## src/rtl/edge_det_pkg.sv

```systemverilog
// rtl/edge_det_pkg.sv - shared types and constants for edge_det_multi
package edge_det_pkg;

  // Per-channel edge selection
  typedef enum logic [1:0] {
    EDGE_OFF  = 2'd0,
    EDGE_RISE = 2'd1,
    EDGE_FALL = 2'd2,
    EDGE_BOTH = 2'd3
  } edge_mode_e;

  // Smallest legal parameter values
  localparam int MIN_NUM_CH      = 1;
  localparam int MIN_SYNC_STAGES = 2;
  localparam int MIN_FILT_CYCLES = 1;
  localparam int MIN_CNT_W       = 1;

  // Counter maximum for the default counter width
  localparam int DEFAULT_CNT_W   = 8;
  localparam int DEFAULT_CNT_MAX = (1 << DEFAULT_CNT_W) - 1;

  function automatic logic rise_enabled(input edge_mode_e mode);
    return (mode == EDGE_RISE) || (mode == EDGE_BOTH);
  endfunction

  function automatic logic fall_enabled(input edge_mode_e mode);
    return (mode == EDGE_FALL) || (mode == EDGE_BOTH);
  endfunction

endpackage

```

## src/rtl/edge_det_chan.sv

```systemverilog
// rtl/edge_det_chan.sv - one channel: sync, glitch filter, edge pulses, sticky flag, counter
module edge_det_chan
  import edge_det_pkg::*;
#(
  parameter int SYNC_STAGES = 2,
  parameter int FILT_CYCLES = 4,
  parameter int CNT_W       = 8,
  parameter bit RST_LEVEL   = 1'b0
) (
  input  logic             clk,
  input  logic             reset,
  input  logic             a_i,
  input  edge_mode_e       mode_i,
  input  logic             clr_i,
  output logic             rising_o,
  output logic             falling_o,
  output logic             level_o,
  output logic             sticky_o,
  output logic [CNT_W-1:0] cnt_o
);

  localparam int               FW        = $clog2(FILT_CYCLES + 1);
  localparam logic [FW-1:0]    FILT_LAST = FW'(FILT_CYCLES - 1);
  localparam logic [CNT_W-1:0] CNT_MAX   = {CNT_W{1'b1}};

  logic [SYNC_STAGES-1:0] sync_q, sync_d;
  logic [FW-1:0]          fcnt_q, fcnt_d;
  logic                   level_q, level_d;
  logic                   level_prev_q;
  logic                   rise_q, rise_d;
  logic                   fall_q, fall_d;
  logic                   sticky_q, sticky_d;
  logic [CNT_W-1:0]       cnt_q, cnt_d;
  logic                   s;
  logic                   pulse;

  assign s      = sync_q[SYNC_STAGES-1];
  assign sync_d = {sync_q[SYNC_STAGES-2:0], a_i};
  assign pulse  = rise_q | fall_q;

  // Filter: a new level must be seen FILT_CYCLES samples in a row before it is accepted
  always_comb begin
    fcnt_d  = '0;
    level_d = level_q;
    if (s != level_q) begin
      if (fcnt_q == FILT_LAST) begin
        level_d = s;
      end else begin
        fcnt_d = fcnt_q + FW'(1);
      end
    end
  end

  // Edge decision against the previous filtered level, gated by the current mode
  always_comb begin
    rise_d = level_q & ~level_prev_q & rise_enabled(mode_i);
    fall_d = ~level_q & level_prev_q & fall_enabled(mode_i);
  end

  // Sticky flag and saturating counter; a pulse in the clear cycle still counts
  always_comb begin
    sticky_d = clr_i ? pulse : (sticky_q | pulse);
    cnt_d    = cnt_q;
    if (clr_i) begin
      cnt_d = CNT_W'(pulse);
    end else if (pulse && (cnt_q != CNT_MAX)) begin
      cnt_d = cnt_q + CNT_W'(1);
    end
  end

  // State registers
  always_ff @(posedge clk) begin
    if (reset) begin
      sync_q       <= {SYNC_STAGES{RST_LEVEL}};
      fcnt_q       <= '0;
      level_q      <= RST_LEVEL;
      level_prev_q <= RST_LEVEL;
      rise_q       <= 1'b0;
      fall_q       <= 1'b0;
      sticky_q     <= 1'b0;
      cnt_q        <= '0;
    end else begin
      sync_q       <= sync_d;
      fcnt_q       <= fcnt_d;
      level_q      <= level_d;
      level_prev_q <= level_q;
      rise_q       <= rise_d;
      fall_q       <= fall_d;
      sticky_q     <= sticky_d;
      cnt_q        <= cnt_d;
    end
  end

  assign rising_o  = rise_q;
  assign falling_o = fall_q;
  assign level_o   = level_q;
  assign sticky_o  = sticky_q;
  assign cnt_o     = cnt_q;

endmodule

```

## src/rtl/edge_det_multi.sv

```systemverilog
// rtl/edge_det_multi.sv - multi-channel filtered edge detector with aggregate interrupt
module edge_det_multi
  import edge_det_pkg::*;
#(
  parameter int NUM_CH      = 4,
  parameter int SYNC_STAGES = 2,
  parameter int FILT_CYCLES = 4,
  parameter int CNT_W       = 8,
  parameter bit RST_LEVEL   = 1'b0
) (
  input  logic                    clk,
  input  logic                    reset,
  input  logic [NUM_CH-1:0]       a_i,
  input  logic [2*NUM_CH-1:0]     mode_i,
  input  logic [NUM_CH-1:0]       clr_i,
  output logic [NUM_CH-1:0]       rising_edge,
  output logic [NUM_CH-1:0]       falling_edge,
  output logic [NUM_CH-1:0]       level_o,
  output logic [NUM_CH-1:0]       evt_sticky_o,
  output logic [NUM_CH*CNT_W-1:0] evt_cnt_o,
  output logic                    irq_o
);

  if (NUM_CH < MIN_NUM_CH) begin : g_bad_num_ch
    $error("edge_det_multi: NUM_CH must be at least 1");
  end
  if (SYNC_STAGES < MIN_SYNC_STAGES) begin : g_bad_sync
    $error("edge_det_multi: SYNC_STAGES must be at least 2");
  end
  if (FILT_CYCLES < MIN_FILT_CYCLES) begin : g_bad_filt
    $error("edge_det_multi: FILT_CYCLES must be at least 1");
  end
  if (CNT_W < MIN_CNT_W) begin : g_bad_cnt
    $error("edge_det_multi: CNT_W must be at least 1");
  end

  logic irq_q, irq_d;

  for (genvar n = 0; n < NUM_CH; n++) begin : g_ch
    edge_det_chan #(
      .SYNC_STAGES(SYNC_STAGES),
      .FILT_CYCLES(FILT_CYCLES),
      .CNT_W      (CNT_W),
      .RST_LEVEL  (RST_LEVEL)
    ) u_chan (
      .clk      (clk),
      .reset    (reset),
      .a_i      (a_i[n]),
      .mode_i   (edge_mode_e'(mode_i[2*n +: 2])),
      .clr_i    (clr_i[n]),
      .rising_o (rising_edge[n]),
      .falling_o(falling_edge[n]),
      .level_o  (level_o[n]),
      .sticky_o (evt_sticky_o[n]),
      .cnt_o    (evt_cnt_o[n*CNT_W +: CNT_W])
    );
  end

  assign irq_d = |evt_sticky_o;

  // Registered interrupt so the controller sees a clean flop output
  always_ff @(posedge clk) begin
    if (reset) begin
      irq_q <= 1'b0;
    end else begin
      irq_q <= irq_d;
    end
  end

  assign irq_o = irq_q;

endmodule

```

## config.mk

```make
export PLATFORM = sky130hd
export DESIGN_NAME = edge_det_multi
export DESIGN_NICKNAME = d
export VERILOG_FILES = /design/src/rtl/edge_det_pkg.sv /design/src/rtl/edge_det_chan.sv /design/src/rtl/edge_det_multi.sv
export SDC_FILE = /design/constraint.sdc
export NUM_CORES = 1
export LEC_CHECK = 0
export ABC_AREA = 1
export CELL_PAD_IN_SITES_DETAIL_PLACEMENT = 1
export CELL_PAD_IN_SITES_GLOBAL_PLACEMENT = 1
export CORE_ASPECT_RATIO = 1.5
export CORE_UTILIZATION = 37
export CTS_BUF_LIST = sky130_fd_sc_hd__clkbuf_16
export DETAILED_ROUTE_END_ITERATION = 12
export PLACE_DENSITY = 0.91
export SYNTH_ARGS = -nofsm -noshare
export SYNTH_HDL_FRONTEND = slang
export SYNTH_SLANG_ARGS = --single-unit
```

## constraint.sdc

```tcl
create_clock -name clk -period 1.5 [get_ports clk]
set_clock_uncertainty 0.15 [all_clocks]
set_input_delay 0.3 -clock clk [delete_from_list [all_inputs] [get_ports clk]]
set_output_delay 0.3 -clock clk [all_outputs]
set_load 0.03 [all_outputs]
```

==> results of run 1 <==
[how the worst max path moves through the flow]
| stage | slack, ns | endpoint | from | cells after the start |
|---|---|---|---|---|
| floorplan | 0.02 | g_ch[1].u_chan.cnt_o[1] | g_ch[1].u_chan.cnt_o[1] | 8 |
| global placement | -0.14 | g_ch[2].u_chan.fcnt_q[1] | reset | 6 |
| detailed placement | -0.18 | g_ch[0].u_chan.fcnt_q[2] | reset | 6 |
| CTS | 0.00009 | g_ch[0].u_chan.cnt_o[7] | g_ch[0].u_chan.cnt_o[0] | 8 |
| global route | -0.01 | g_ch[2].u_chan.cnt_o[2] | g_ch[2].u_chan.cnt_o[1] | 8 |
| finish | 0.02 | falling_edge[1] | g_ch[1].u_chan.falling_o | 1 |
[state kept, by name, indices dropped and copies added, names as in the netlist]
| signal | flops |
|---|---|
| g_ch.u_chan.level_prev_q | 4 |
| g_ch.u_chan.sticky_o | 4 |
| g_ch.u_chan.sync_q | 8 |
| g_ch.u_chan.cnt_o | 32 |
| g_ch.u_chan.level_o | 4 |
| g_ch.u_chan.rising_o | 4 |
| g_ch.u_chan.falling_o | 4 |
| g_ch.u_chan.fcnt_q | 12 |
| irq_o | 1 |
[repair_timing]
item,in CTS,in global routing
cloned,0,0
setup buffers,0,4
setup endpoints to repair,24,39
resized for setup,66,29
pin swaps,0,7
hold endpoints to repair,0,0
[where the power goes]
part / internal, mW / switching (mW)
logic: 0.0896 / 0.0929
registers: 1.95 / 0.0154
clock network: 1.44 / 0.843
total: 3.48 / 0.951
[layout by cell type, fill, tap and decap left out, drive strengths merged]
cell / count
nor3: 4
nand4: 2
o21ai: 16
clkdlybuf4s50: 17
clkinvlp: 1
clkdlybuf4s15: 16
o211ai: 4
a41oi: 1
nand2: 105
dfxtp: 73
clkbuf: 13
buf: 51
inv: 74
nand3: 24
xor2: 11
a21oi: 23
or2: 4
clkinv: 4
bufinv: 2
o21bai: 1
nor2: 76
ha: 12
[through the flow]
stage          cells  setup TNS (ns)  utilization (%)  hold WS, ns  area [um^2]
5_1_grt          644        -0.03835            51.08       0.2698         4483
3_3_place_gp     624          -3.774            46.32       0.2412         4065
3_5_place_dp     624          -5.542            46.32       0.2523         4065
4_1_cts          640               0            50.07       0.2645         4394
2_1_floorplan    450               0                -       0.2383         3336
6_report         644               0            51.08       0.2570         4483
[layer usage]
layer / track usage, % / vias up / part of all wire [%]
met2: 37.55 / 59 / 56
met1: 21.28 / 1455 / 38
li1: - / 1522 / -
met5: 0 / - / 0
met4: 12.73 / 0 / 3.8
met3: 3.333 / 21 / 2.8
[area by class of cell]
cell class | count | area (um^2) | share of cell area [%]
Clock buffer | 9 | 225.2 | 5.024
Clock inverter | 7 | 85.08 | 1.898
Inverter | 74 | 277.8 | 6.196
Multi-Input combinational cell | 283 | 1528 | 34.08
Sequential cell | 73 | 1488 | 33.18
Tap cell | 110 | 137.6 | 3.070
Timing Repair Buffer | 88 | 742.0 | 16.55
[cells by family after synthesis]
| family | synth area share [%] |
|---|---|
| simple gates | 28.74 |
| buf+inv | 12.53 |
| flops | 43.94 |
| compound gates | 7.374 |
| fa+ha+maj | 4.515 |
| xor+xnor | 2.897 |
==> flow_metrics.env, run 1 <==
export IMPL_cp_buffers_inverters=1
export IMPL_critical_path_top_delay_family="buffers and inverters"
export IMPL_slew_viol_final=0
export IMPL_overflow=0
export IMPL_vias=3057
export IMPL_start_util_pct=37.90
export IMPL_root_buffer="clkbuf_16"
export IMPL_drt_pass1_iter_count=3
export IMPL_gr_usage_all_layers_pct=20.62
export IMPL_core_um2=8776
export IMPL_yosysWarnings=0
export IMPL_cts_hold_buf=0
export IMPL_clk_latency_ns=0.34
export IMPL_fmax_mhz=673.8
export IMPL_whs_path_depth=1
export IMPL_die_w_um=79.41
export IMPL_yosysMostFrequentCell="nand2_1"
export IMPL_synth_cell_types=27
export IMPL_hp_class="register to register"
export IMPL_synth_area_um2=3326
export IMPL_path_class="register to output pin"
export IMPL_hold_path_end="g_ch[0].u_chan.rising_o"
export IMPL_synth_top_area_share_pct=43.94
export IMPL_synth_async_sr_flop_share_pct=0
export IMPL_regToRegSetupSlack_ns=0.07
export IMPL_hold_viol_final=0
export IMPL_syn_nets=480
export IMPL_synth_top_cells_by_count="nand2_1 (90), dfxtp_1 (73), nor2_1 (71)"
export IMPL_fp_row_count=42
export IMPL_critPathRequiredTime_ns=1.05
export IMPL_min_period_over_period_pct=98.95
export IMPL_antenna_found_initial=0
export IMPL_yosys_register_bits=73
export IMPL_critPathLaunchType="register"
export IMPL_ir_worst_vdd_mv=0.6092
export IMPL_fin_nets=559
export IMPL_via_per_inst=4.747
export IMPL_synth_seq_area_share_pct=43.94
export IMPL_htree_levels=3
export IMPL_max_cap_violations=0
export IMPL_maxSlewHeadroom_pct=77.96
export IMPL_route_detailed_drc=0
export IMPL_synth_area_top_cells="dfxtp_1 (44%), nand2_1 (10%), nor2_1 (8.0%)"
export IMPL_crit_path_end_kind="output pin"
export IMPL_drive_above_1_share_pct=24.34
export IMPL_crit_arrival_ns=1.03
export IMPL_cts_max_path_buffers=2
export IMPL_grt_pass1_vias=3268
export IMPL_critPathMaxFanout=2
export IMPL_setup_viol=0
export IMPL_dieArea_um2=9380
export IMPL_n_fill_cell=1109
export IMPL_reg2reg_depth=8
export IMPL_io_pins=67
export IMPL_cts_clk_slew_worst_paths_ns=0.06
export IMPL_pre_cts_ws_ns=-0.1844
export IMPL_syn2layout_area_growth_pct=34.80
export IMPL_cellLeakagePower_nw=1.946
export IMPL_fin_crit_ns=1.484
export IMPL_p_total_mw=4.431
export IMPL_wl_per_cell_um=13.93
export IMPL_cts_sinks=73
export IMPL_status="finished clean"
export IMPL_routed_wl_um=8974
export IMPL_reg2reg_from="g_ch[2].u_chan.cnt_o[1]"
export IMPL_portBuffers=66
export IMPL_cp_slowest_cell="clkdlybuf4s15_1"
export IMPL_max_slew_worst_pin_slew_ns=0.3306
export IMPL_slowest_delay_ns=0.37
export IMPL_synth_edf_count=0
export IMPL_yosysTopAreaCell="dfxtp_1"
export IMPL_postLayoutSetupSlackWorst_ns=0.01580
export IMPL_hold_start="g_ch[0].u_chan.level_prev_q"
export IMPL_antenna_left=0
export IMPL_grt_max_degree=13
export IMPL_cts_tree="built"
export IMPL_grt_pass1_wl_um=14760
export IMPL_synthCells=450
export IMPL_crit_path_cell_trace="clkdlybuf4s15_1"
export IMPL_synth_area_per_cell_um2=7.390
export IMPL_powerDensity_nw_per_um2=988.3
export IMPL_dpl_hpwl_um=6570
export IMPL_gp_congestion=0.8810
export IMPL_drt_initial_drc_count=94
export IMPL_dieHeight_um=118.1
export IMPL_reg2reg_to="g_ch[2].u_chan.cnt_o[2]"
export IMPL_synth_ff_type="dfxtp_1"
export IMPL_cts_inserted_buffers=9
export IMPL_n_antenna_cell=0
Note: power is estimated with default switching activity, not from simulation.
==> run 2, diff against run 1 <==
CORE_UTILIZATION = 40   (was 37)
PLACE_DENSITY = 0.95   (was 0.91)
clock period = 1.75 ns   (was 1.5 ns; I/O delays follow)
==> run 2 against run 1 <==
First-iteration DRC count is 2.1% higher. Sequential power decreased by 14%. Wire length grew 1.6%. Via count increased by 1.1%. Clock power shrank 22%. Worst setup slack better by 0.028 ns. Critical path type unchanged. Largest power group unchanged.
==> flow_metrics.env, run 2 (same netlist as run 1, synthesis figures left out) <==
export IMPL_status="finished clean"
export IMPL_maxSlewHeadroom_pct=76.85
export IMPL_antenna_found_initial=0
export IMPL_portBuffers=66
export IMPL_final_cell_mix="nand2_1 (90), dfxtp_1 (72), nor2_1 (71), inv_1 (69), dlygate4sd2_1 (49)"
export IMPL_crit_path_cell_trace="dlygate4sd2_1"
export IMPL_n_antenna_cell=0
export IMPL_critPathMaxFanout=5
export IMPL_dp_cells=623
export IMPL_max_slew_worst_pin_slew_ns=0.3469
export IMPL_cp_buffers_inverters=1
export IMPL_grt_pass1_wl_um=15440
export IMPL_cp_slowest_cell="dfxtp_1"
export IMPL_cts_inserted_buffers=9
export IMPL_dpl_hpwl_um=6716
export IMPL_largest_reg_flops=32
export IMPL_drt_pass1_iter_count=4
export IMPL_gr_usage_all_layers_pct=22.64
export IMPL_drive_above_1_share_pct=12.38
export IMPL_route_detailed_drc=0
export IMPL_crit_arrival_ns=1.21
export IMPL_io_pins=67
export IMPL_dieArea_um2=8690
export IMPL_critPathLaunchType="register"
export IMPL_drt_initial_drc_count=96
export IMPL_cellLeakagePower_nw=2.067
export IMPL_cts_tree="built"
export IMPL_core_um2=8058
export IMPL_dieHeight_um=113.7
export IMPL_root_buffer="clkbuf_16"
export IMPL_final_common_cell="nand2_1"
export IMPL_max_cap_violations=0
export IMPL_path_class="register to output pin"
export IMPL_antenna_left=0
export IMPL_slowest_delay_ns=0.44
export IMPL_min_period_over_period_pct=97.53
export IMPL_gp_congestion=0.8868
export IMPL_vias=3091
export IMPL_hold_ws_ns=0.2570
export IMPL_crit_path_end_kind="output pin"
export IMPL_hold_viol_final=0
export IMPL_hp_class="register to register"
export IMPL_wl_per_cell_um=14.30
export IMPL_grt_pass1_vias=3386
export IMPL_cts_clk_slew_worst_paths_ns=0.06
export IMPL_powerDensity_nw_per_um2=826.9
export IMPL_critPathRequiredTime_ns=1.25
export IMPL_slew_viol_final=0
export IMPL_ir_worst_vdd_mv=0.5038
export IMPL_setup_viol=0
export IMPL_routed_wl_um=9122
export IMPL_start_util_pct=41.27
export IMPL_cts_max_path_buffers=2
export IMPL_rsz0062_at_grt="false"
export IMPL_grt_max_degree=13
export IMPL_cts_sinks=73
export IMPL_fin_crit_ns=1.707
export IMPL_htree_levels=3
export IMPL_overflow=0
export IMPL_fmax_mhz=585.9
export IMPL_clk_latency_ns=0.33
export IMPL_fp_row_count=40
export IMPL_cts_setup_buffers=0
export IMPL_fin_nets=559
export IMPL_stdcell_count=638
export IMPL_via_per_inst=4.845
export IMPL_die_w_um=76.45
export IMPL_syn2layout_area_growth_pct=31.38
export IMPL_critical_path_top_delay_family="flip-flops"
## run 2: cell count changes in the layout (fill, tap and decap cells not counted), moves of 4 or more
cell,delta
ha_4,-4
dfxtp_4,-5
clkbuf_2,-4
clkdlybuf4s15_2,-13
dfxtp_1,+10
buf_4,-26
dfxtp_2,-5
dlygate4sd2_1,+49
ha_1,+4
## run 2: layer usage
layer / global-route usage [%] / vias to the layer above / routed length [um]
met5: 0 / - / 0
met4: 10.90 / 0 / 209
met3: 4.000 / 16 / 254
met2: 45.05 / 64 / 5230
met1: 22.15 / 1484 / 3428
li1: - / 1527 / -
## run 2: area by class of cell
type                    instances  area (um^2)
clock buffers                   9        225.2
clock inverters                 6        60.06
fillers                      1047         3689
inverters                      74        277.8
multi-input cells             283         1448
flip-flops and latches         73         1463
well taps                     105        131.4
repair buffers                 88        764.5
## run 2: repair_timing
action | CTS | global route
hold buffers | 0 | 0
gates resized for setup | 49 | 1
setup endpoints to repair | 49 | 5
## run 2: worst paths after layout
check	startpoint	to	slack, ns	depth (start not counted)
max	g_ch[3].u_chan.level_o	level_o[3]	0.04	1
max reg2reg	g_ch[1].u_chan.cnt_o[0]	g_ch[1].u_chan.cnt_o[4]	0.11	9
min	g_ch[1].u_chan.level_prev_q	g_ch[1].u_chan.rising_o	0.26	1
min reg2reg	g_ch[1].u_chan.level_prev_q	g_ch[1].u_chan.rising_o	0.26	1
## run 2: where the power goes
group	switching, mW	internal (mW)	leakage, nW
Sequential	0.0131	1.68	0.591
Clock	0.686	1.09	0.139
Combinational	0.0784	0.0698	1.34
## run 2: worst reg2reg max path: cells and delay by family, from the launching register on
kind	cells	cell delay, ns
fa+ha+maj	1	0.24
buf+inv	2	0.24
compound gates	1	0.15
flops	1	0.34
simple gates	5	0.43
## run 2: per-stage QoR
stage | cell area [um^2] | total power [mW] | TNS, ns | setup WS, ns | util, %
after floorplan | 3326 | 1.790 | 0 | 0.1321 | -
after global placement | 4144 | 1.866 | 0 | 0.03749 | 51.43
after detailed placement | 4144 | 1.875 | -0.01137 | -0.007683 | 51.43
after CTS | 4368 | 3.635 | 0 | 0.05435 | 54.21
after global routing | 4369 | 3.726 | 0 | 0.003161 | 54.22
final | 4369 | 3.613 | 0 | 0.04331 | 54.22
